**src/rtl/reset_init_sequencer.sv**
```systemverilog
// System reset stretcher and RAM fill sequencer: merges reset requests, holds a
// minimum-length sys_rst, then walks one write port through a full pattern fill.
module reset_init_sequencer #(
    parameter int NUM_SRC     = 2,
    parameter int ADDR_W      = 13,
    parameter int DATA_W      = 8,
    parameter int DEPTH       = 8192,
    parameter int HOLD_CYCLES = 16,
    parameter int INIT_MODE   = 0
) (
    input  logic               clk,
    input  logic               reset,
    input  logic [NUM_SRC-1:0] rst_src,
    input  logic               reinit_req,
    input  logic [DATA_W-1:0]  fill_value,
    output logic               sys_rst,
    output logic               mod_rst,
    output logic [ADDR_W-1:0]  mem_addr,
    output logic [DATA_W-1:0]  mem_data,
    output logic               mem_we,
    output logic               done,
    output logic [7:0]         init_count
);

    localparam int CNT_W = (HOLD_CYCLES > 1) ? $clog2(HOLD_CYCLES) : 1;
    localparam logic [CNT_W-1:0]  HOLD_LAST = CNT_W'(HOLD_CYCLES - 1);
    localparam logic [ADDR_W-1:0] ADDR_LAST = ADDR_W'(DEPTH - 1);

    typedef enum logic [1:0] {HOLD, FILL, RUN} state_t;

    state_t              state, state_nxt;
    logic [CNT_W-1:0]    hold_cnt, hold_cnt_nxt;
    logic [DATA_W-1:0]   fill_q, fill_q_nxt;
    logic                sys_rst_nxt, mod_rst_nxt, mem_we_nxt, done_nxt;
    logic [ADDR_W-1:0]   mem_addr_nxt;
    logic [DATA_W-1:0]   mem_data_nxt;
    logic [7:0]          init_count_nxt;
    logic                rst_any, hold_last, fill_last;

    assign rst_any   = |rst_src;
    assign hold_last = (hold_cnt == HOLD_LAST);
    assign fill_last = (mem_addr == ADDR_LAST);

    function automatic logic [DATA_W-1:0] pattern(input logic [DATA_W-1:0] seed,
                                                  input logic [ADDR_W-1:0] a);
        case (INIT_MODE)
            1:       return seed + DATA_W'(a);
            2:       return a[0] ? ~seed : seed;
            default: return seed;
        endcase
    endfunction

    always_ff @(posedge clk or posedge reset) begin
        if (reset) begin
            state      <= HOLD;
            hold_cnt   <= '0;
            fill_q     <= '0;
            sys_rst    <= 1'b1;
            mod_rst    <= 1'b1;
            mem_we     <= 1'b0;
            mem_addr   <= '0;
            mem_data   <= '0;
            done       <= 1'b0;
            init_count <= '0;
        end else begin
            state      <= state_nxt;
            hold_cnt   <= hold_cnt_nxt;
            fill_q     <= fill_q_nxt;
            sys_rst    <= sys_rst_nxt;
            mod_rst    <= mod_rst_nxt;
            mem_we     <= mem_we_nxt;
            mem_addr   <= mem_addr_nxt;
            mem_data   <= mem_data_nxt;
            done       <= done_nxt;
            init_count <= init_count_nxt;
        end
    end

    // Reset requests outrank everything, including a fill already in flight.
    always_comb begin
        state_nxt    = state;
        hold_cnt_nxt = hold_cnt;
        if (rst_any) begin
            state_nxt    = HOLD;
            hold_cnt_nxt = '0;
        end else begin
            case (state)
                HOLD: begin
                    if (hold_last) begin
                        state_nxt    = FILL;
                        hold_cnt_nxt = '0;
                    end else begin
                        hold_cnt_nxt = hold_cnt + CNT_W'(1);
                    end
                end
                FILL:    if (fill_last) state_nxt = RUN;
                RUN:     if (reinit_req) state_nxt = FILL;
                default: state_nxt = HOLD;
            endcase
        end
    end

    always_comb begin
        sys_rst_nxt    = sys_rst;
        mod_rst_nxt    = mod_rst;
        mem_we_nxt     = mem_we;
        mem_addr_nxt   = mem_addr;
        mem_data_nxt   = mem_data;
        fill_q_nxt     = fill_q;
        init_count_nxt = init_count;
        done_nxt       = 1'b0;
        if (rst_any) begin
            sys_rst_nxt = 1'b1;
            mod_rst_nxt = 1'b1;
            mem_we_nxt  = 1'b0;
        end else begin
            case (state)
                HOLD: begin
                    if (hold_last) begin
                        sys_rst_nxt  = 1'b0;
                        fill_q_nxt   = fill_value;
                        mem_addr_nxt = '0;
                        mem_we_nxt   = 1'b1;
                        mem_data_nxt = pattern(fill_value, '0);
                    end
                end
                FILL: begin
                    if (fill_last) begin
                        mem_we_nxt     = 1'b0;
                        mem_addr_nxt   = '0;
                        mod_rst_nxt    = 1'b0;
                        done_nxt       = 1'b1;
                        init_count_nxt = init_count + 8'd1;
                    end else begin
                        mem_addr_nxt = mem_addr + ADDR_W'(1);
                        mem_data_nxt = pattern(fill_q, mem_addr + ADDR_W'(1));
                    end
                end
                RUN: begin
                    if (reinit_req) begin
                        mod_rst_nxt  = 1'b1;
                        fill_q_nxt   = fill_value;
                        mem_addr_nxt = '0;
                        mem_we_nxt   = 1'b1;
                        mem_data_nxt = pattern(fill_value, '0);
                    end
                end
                default: ;
            endcase
        end
    end

endmodule
```
**config.mk**
```make
export PLATFORM = sky130hd
export DESIGN_NAME = reset_init_sequencer
export DESIGN_NICKNAME = d
export VERILOG_FILES = /design/src/rtl/reset_init_sequencer.sv
export SDC_FILE = /design/constraint.sdc
export NUM_CORES = 1
export LEC_CHECK = 0
export CAP_MARGIN = 20
export CORE_MARGIN = 2
export CORE_UTILIZATION = 47
export CTS_BUF_LIST = sky130_fd_sc_hd__clkbuf_8
export DETAILED_ROUTE_END_ITERATION = 10
export PLACE_DENSITY = 0.74
export SETUP_SLACK_MARGIN = 0.4
export SLEW_MARGIN = 20
export SYNTH_ARGS = -nofsm -noshare
export SYNTH_HDL_FRONTEND = slang
export SYNTH_SLANG_ARGS = --single-unit
export TNS_END_PERCENT = 1
```
**constraint.sdc**
```tcl
create_clock -name clk -period 2.9 [get_ports clk]
set_clock_uncertainty 0.05 [all_clocks]
set_input_delay 0.29 -clock clk [delete_from_list [all_inputs] [get_ports clk]]
set_output_delay 0.29 -clock clk [all_outputs]
set_load 0.005 [all_outputs]
```
==> impl_summary.md <==
CTS
Buffers added to address setup during post-CTS repair amount to 0. TritonCTS built the clock tree. The source-to-sink clock delay at the later pin of the worst-skew pair is 0.30 ns. The level count of the clock H-tree is 2.

The clock-pin slew reported for the worst setup and hold paths after clock tree synthesis is 0.09 ns. The number of gates resized after CTS was 0. The clock net in this run drives a total of 47 sinks.

The number of hold buffers added after CTS was 0. The buffer cell driving the clock tree root is clkbuf_8. The number of clock buffers added by TritonCTS is 5. The clock passes through at most 2 buffers.

Place
At the end of routability-driven placement, the weighted congestion stood at 0.873. Port buffering added 45 buffers. The detailed placement HPWL is 3380 um. The worst slack at placement is 0.705 ns.

STA
The shortest clock period the worst path allows after layout is 2.14 ns. Setup slack closes at 0.757 ns. The number of setup violations in the final report is 0. The headroom to the max-slew limit is 0.639. In the final timing run, aggregate negative setup slack is 0 ns. The highest clock rate is 0.467 GHz. The final worst-path cycle share is 0.739. The number of hold-slack violations in the final timing report is 0. The number of max-slew violations in the final report was 0. Setup repair after global routing left no endpoint under its margin.

For the pin with the worst max-slew slack, the measured transition is 0.540 ns.

Cells and area
The filler cells instantiated in the layout total 411. Compared with the post-synthesis result, the final layout area differs by 27.1%. The final net count is 281. The antenna cell count is 0. In the final layout, the share of cells above drive strength 1 is 0.143.

Yosys
The fraction of the mapped netlist area in adder cells is 0.0163. In this run, distinct cell masters in the synthesized netlist total 45. The portion of synthesized area spent on multiplexers is 0.0877. Sorting the synthesized cells by how often they occur yields dfrtp_1 (45), nand2_1 (43), mux2_2 (17).

Of the synthesized area, sequential elements account for 0.513. After synthesis, the cell types taking the most area are dfrtp_1 (49%), mux2_2 (8.3%), nand2_1 (7.0%), dfstp_2 (2.3%), xor2_1 (2.3%). A synthesized cell averages 10.6 sq um. The dominant cell by count in the synthesized netlist is dfrtp_1.

Of the total synthesized cell area, the portion taken by XOR and XNOR cells is 0.0305. By area, the combinational part of the netlist is dominated by simple AND/OR/NAND/NOR gates. Yosys mapped a number of flops with a built-in enable equal to 0.

The share of synthesized registers carrying an async set or reset is 1.00. The net count of the mapped netlist is 233. The count of state elements after synthesis is 47. The count of yosys warnings during synthesis is 0. The area share of the leading cell type in the synthesized netlist is 0.490. Of the total synthesized cell area, the portion taken by AND, OR, NAND and NOR gates is 0.211. The share of the synthesized area in compound gates (AO/OA/AOI/OAI) was 0.118.

Among all flip-flop cells after synthesis, the most frequent one is dfrtp_1. The largest total area in the synthesized netlist belongs to dfrtp_1. The gate count after technology mapping is 217. The post-synthesis cell area is 2300 sq um.

Pwr
The share of total power dissipated in combinational logic is 0.069. Of the total power, registers draw 0.558. In this run the static leakage power is 1.33 nW. The design draws 1.23 mW.

The switching share of power is 0.208. Across the VDD grid, the largest voltage drop is 0.000326 V. Of the total power, the clock network draws 0.373. The analysis attributes to net switching a power of 255 uW. The internal power contribution is 974 uW. The total power per unit cell area is 421 nW/um^2.

Setup path
The launch instance of the worst register-to-register path is mem_addr[0]$_DFFE_PP0P_. The start-to-end type of the worst setup path is register to register. STA classifies the critical path endpoint as a register. Along the worst path, the maximum fanout reaches 10. Data on the critical path is required at its endpoint by 3.04 ns. The worst setup path is launched from a register. The data arrival time of the worst path is 2.28 ns. The worst register-to-register path has a setup slack of 0.76 ns.

The length in cells of the worst reg-to-reg path is 5. The most critical setup path has its startpoint at mem_addr[0]$_DFFE_PP0P_. The worst register-to-register path ends at mem_data[7]$_DFFE_PP0P_.

Worst hold path
In this run the worst hold path is classified as primary input to asynchronous set/reset pin.

GRT
The global-route total usage across every layer is 0.192. The number of global-route vias before repair is 1692. After global routing the overflow that remains totals 0. Entering global routing, the biggest net connects 26 pins. The initial antenna violation count is 0. The first global-routing pass estimated 7960 um of wire.

Floorplan
For this configuration, the core starts out at a cell density of 0.486. In this run the count of I/O pins placed on the die edge is 46. The chip width is 73.9 um. The full die area is 5460 sq um.

Measured along the y axis, the die boundary spans 73.9 um. The total area inside the core boundary comes to 4720 sq um. The floorplan has 25 rows.

Route
The via density per instance is 5.35. The count of unresolved DRC violations after routing is 0. The count of TritonRoute iterations in the first routing pass is 4. The initial DRC count is 112.

For this block, the routed nets add up to 4710 um of wire. In the final routed layout, each cell accounts on average for 14.1 um. For this block, the via count after detailed routing is 1783. The count of antenna-violating nets left after detailed routing is 0.

Outcome
The run finished with clean final reports.

Flow run
Max-cap violations in this run came to 0.
==> registers in the layout, summed over array words and instances (netlist names), 2 cells and up <==
signal and count:
mem_addr 13, fill_q 8, init_count 8, mem_data 8, hold_cnt 4, state 2
==> power by group through the flow <==
| stage | combinational (mW) | sequential [mW] | clock [mW] |
|---|---|---|---|
| 4_1_cts | 0.0874 | 0.686 | 0.468 |
| 2_1_floorplan | 0.0344 | 0.697 | 0 |
| 3_5_place_dp | 0.0871 | 0.698 | 0 |
| 3_3_place_gp | 0.0854 | 0.698 | 0 |
| 5_1_grt | 0.0962 | 0.689 | 0.503 |
| 6_report | 0.0853 | 0.686 | 0.459 |
==> placed cells by master (no fill, tap or decap), drive strengths merged, types with 3 or more instances in the layout <==
cell	n
dfrtp	45
clkbuf	5
inv	4
xor2	6
ha	3
nand3	10
a21oi	7
o21ai	8
nand4	6
buf	4
mux2	17
a221o	3
and4	5
nor2	13
and3	5
nand2	43
clkdlybuf4s50	45
==> layer usage <==
metal	GRT usage	vias up	wire length [um]
met1	0.279	856	2200
met2	0.287	49	2180
met3	0.0412	7	267
li1	-	871	-
met4	0.0606	0	61
met5	0	-	0
==> area by class of cell <==
class	instances	area (sq um)	area share
Tap cell	67	83.8	0.0287
Timing Repair Buffer	49	480	0.165
Multi-Input combinational cell	160	1060	0.364
Inverter	2	7.51	0.00257
Clock buffer	5	68.8	0.0236
Clock inverter	3	37.5	0.0129
Sequential cell	47	1180	0.404
==> worst max-delay path, cell delays in order, from the launching register on <==
cell	delay, ns
dfrtp_1	0.43
ha_1	0.26
and4_1	0.34
and4_4	0.28
a21oi_4	0.29
mux2_2	0.38
==> how the worst max path moves through the flow <==
| stage | end | slack (ns) | depth (start not counted) |
|---|---|---|---|
| finish | mem_data[7]$_DFFE_PP0P_ | 0.76 | 5 |
| global route | mem_addr[9]$_DFFE_PP0P_ | 0.62 | 5 |
| CTS | mem_data[7]$_DFFE_PP0P_ | 0.75 | 5 |
| detailed placement | fill_q[0]$_DFFE_PP0P_ | 0.70 | 5 |
| global placement | fill_q[2]$_DFFE_PP0P_ | 0.73 | 5 |
| floorplan | mem_data[0]$_DFFE_PP0P_ | 0.84 | 7 |
==> cells by family (layout without fill, tap and decap cells) <==
group | after synthesis | count (layout)
muxes | 18 | 18
xor gates and xnor gates | 8 | 8
buffers and inverters | 10 | 59
adders and majority gates | 3 | 3
DFF | 47 | 47
AOI/OAI and AO/OA | 35 | 35
and+or+nand+nor | 96 | 96
==> stage by stage <==
| stage | instance area, sq um | instances | hold slack, ns | utilization |
|---|---|---|---|---|
| floorplan | 2300 | 217 | 0.379 | - |
| global placement | 2810 | 325 | 0.409 | 0.596 |
| detailed placement | 2810 | 325 | 0.408 | 0.596 |
| CTS | 2920 | 333 | 0.280 | 0.618 |
| global route | 2920 | 333 | 0.306 | 0.618 |
| finish | 2920 | 333 | 0.271 | 0.618 |
Note: power is estimated with default switching activity, not from simulation.
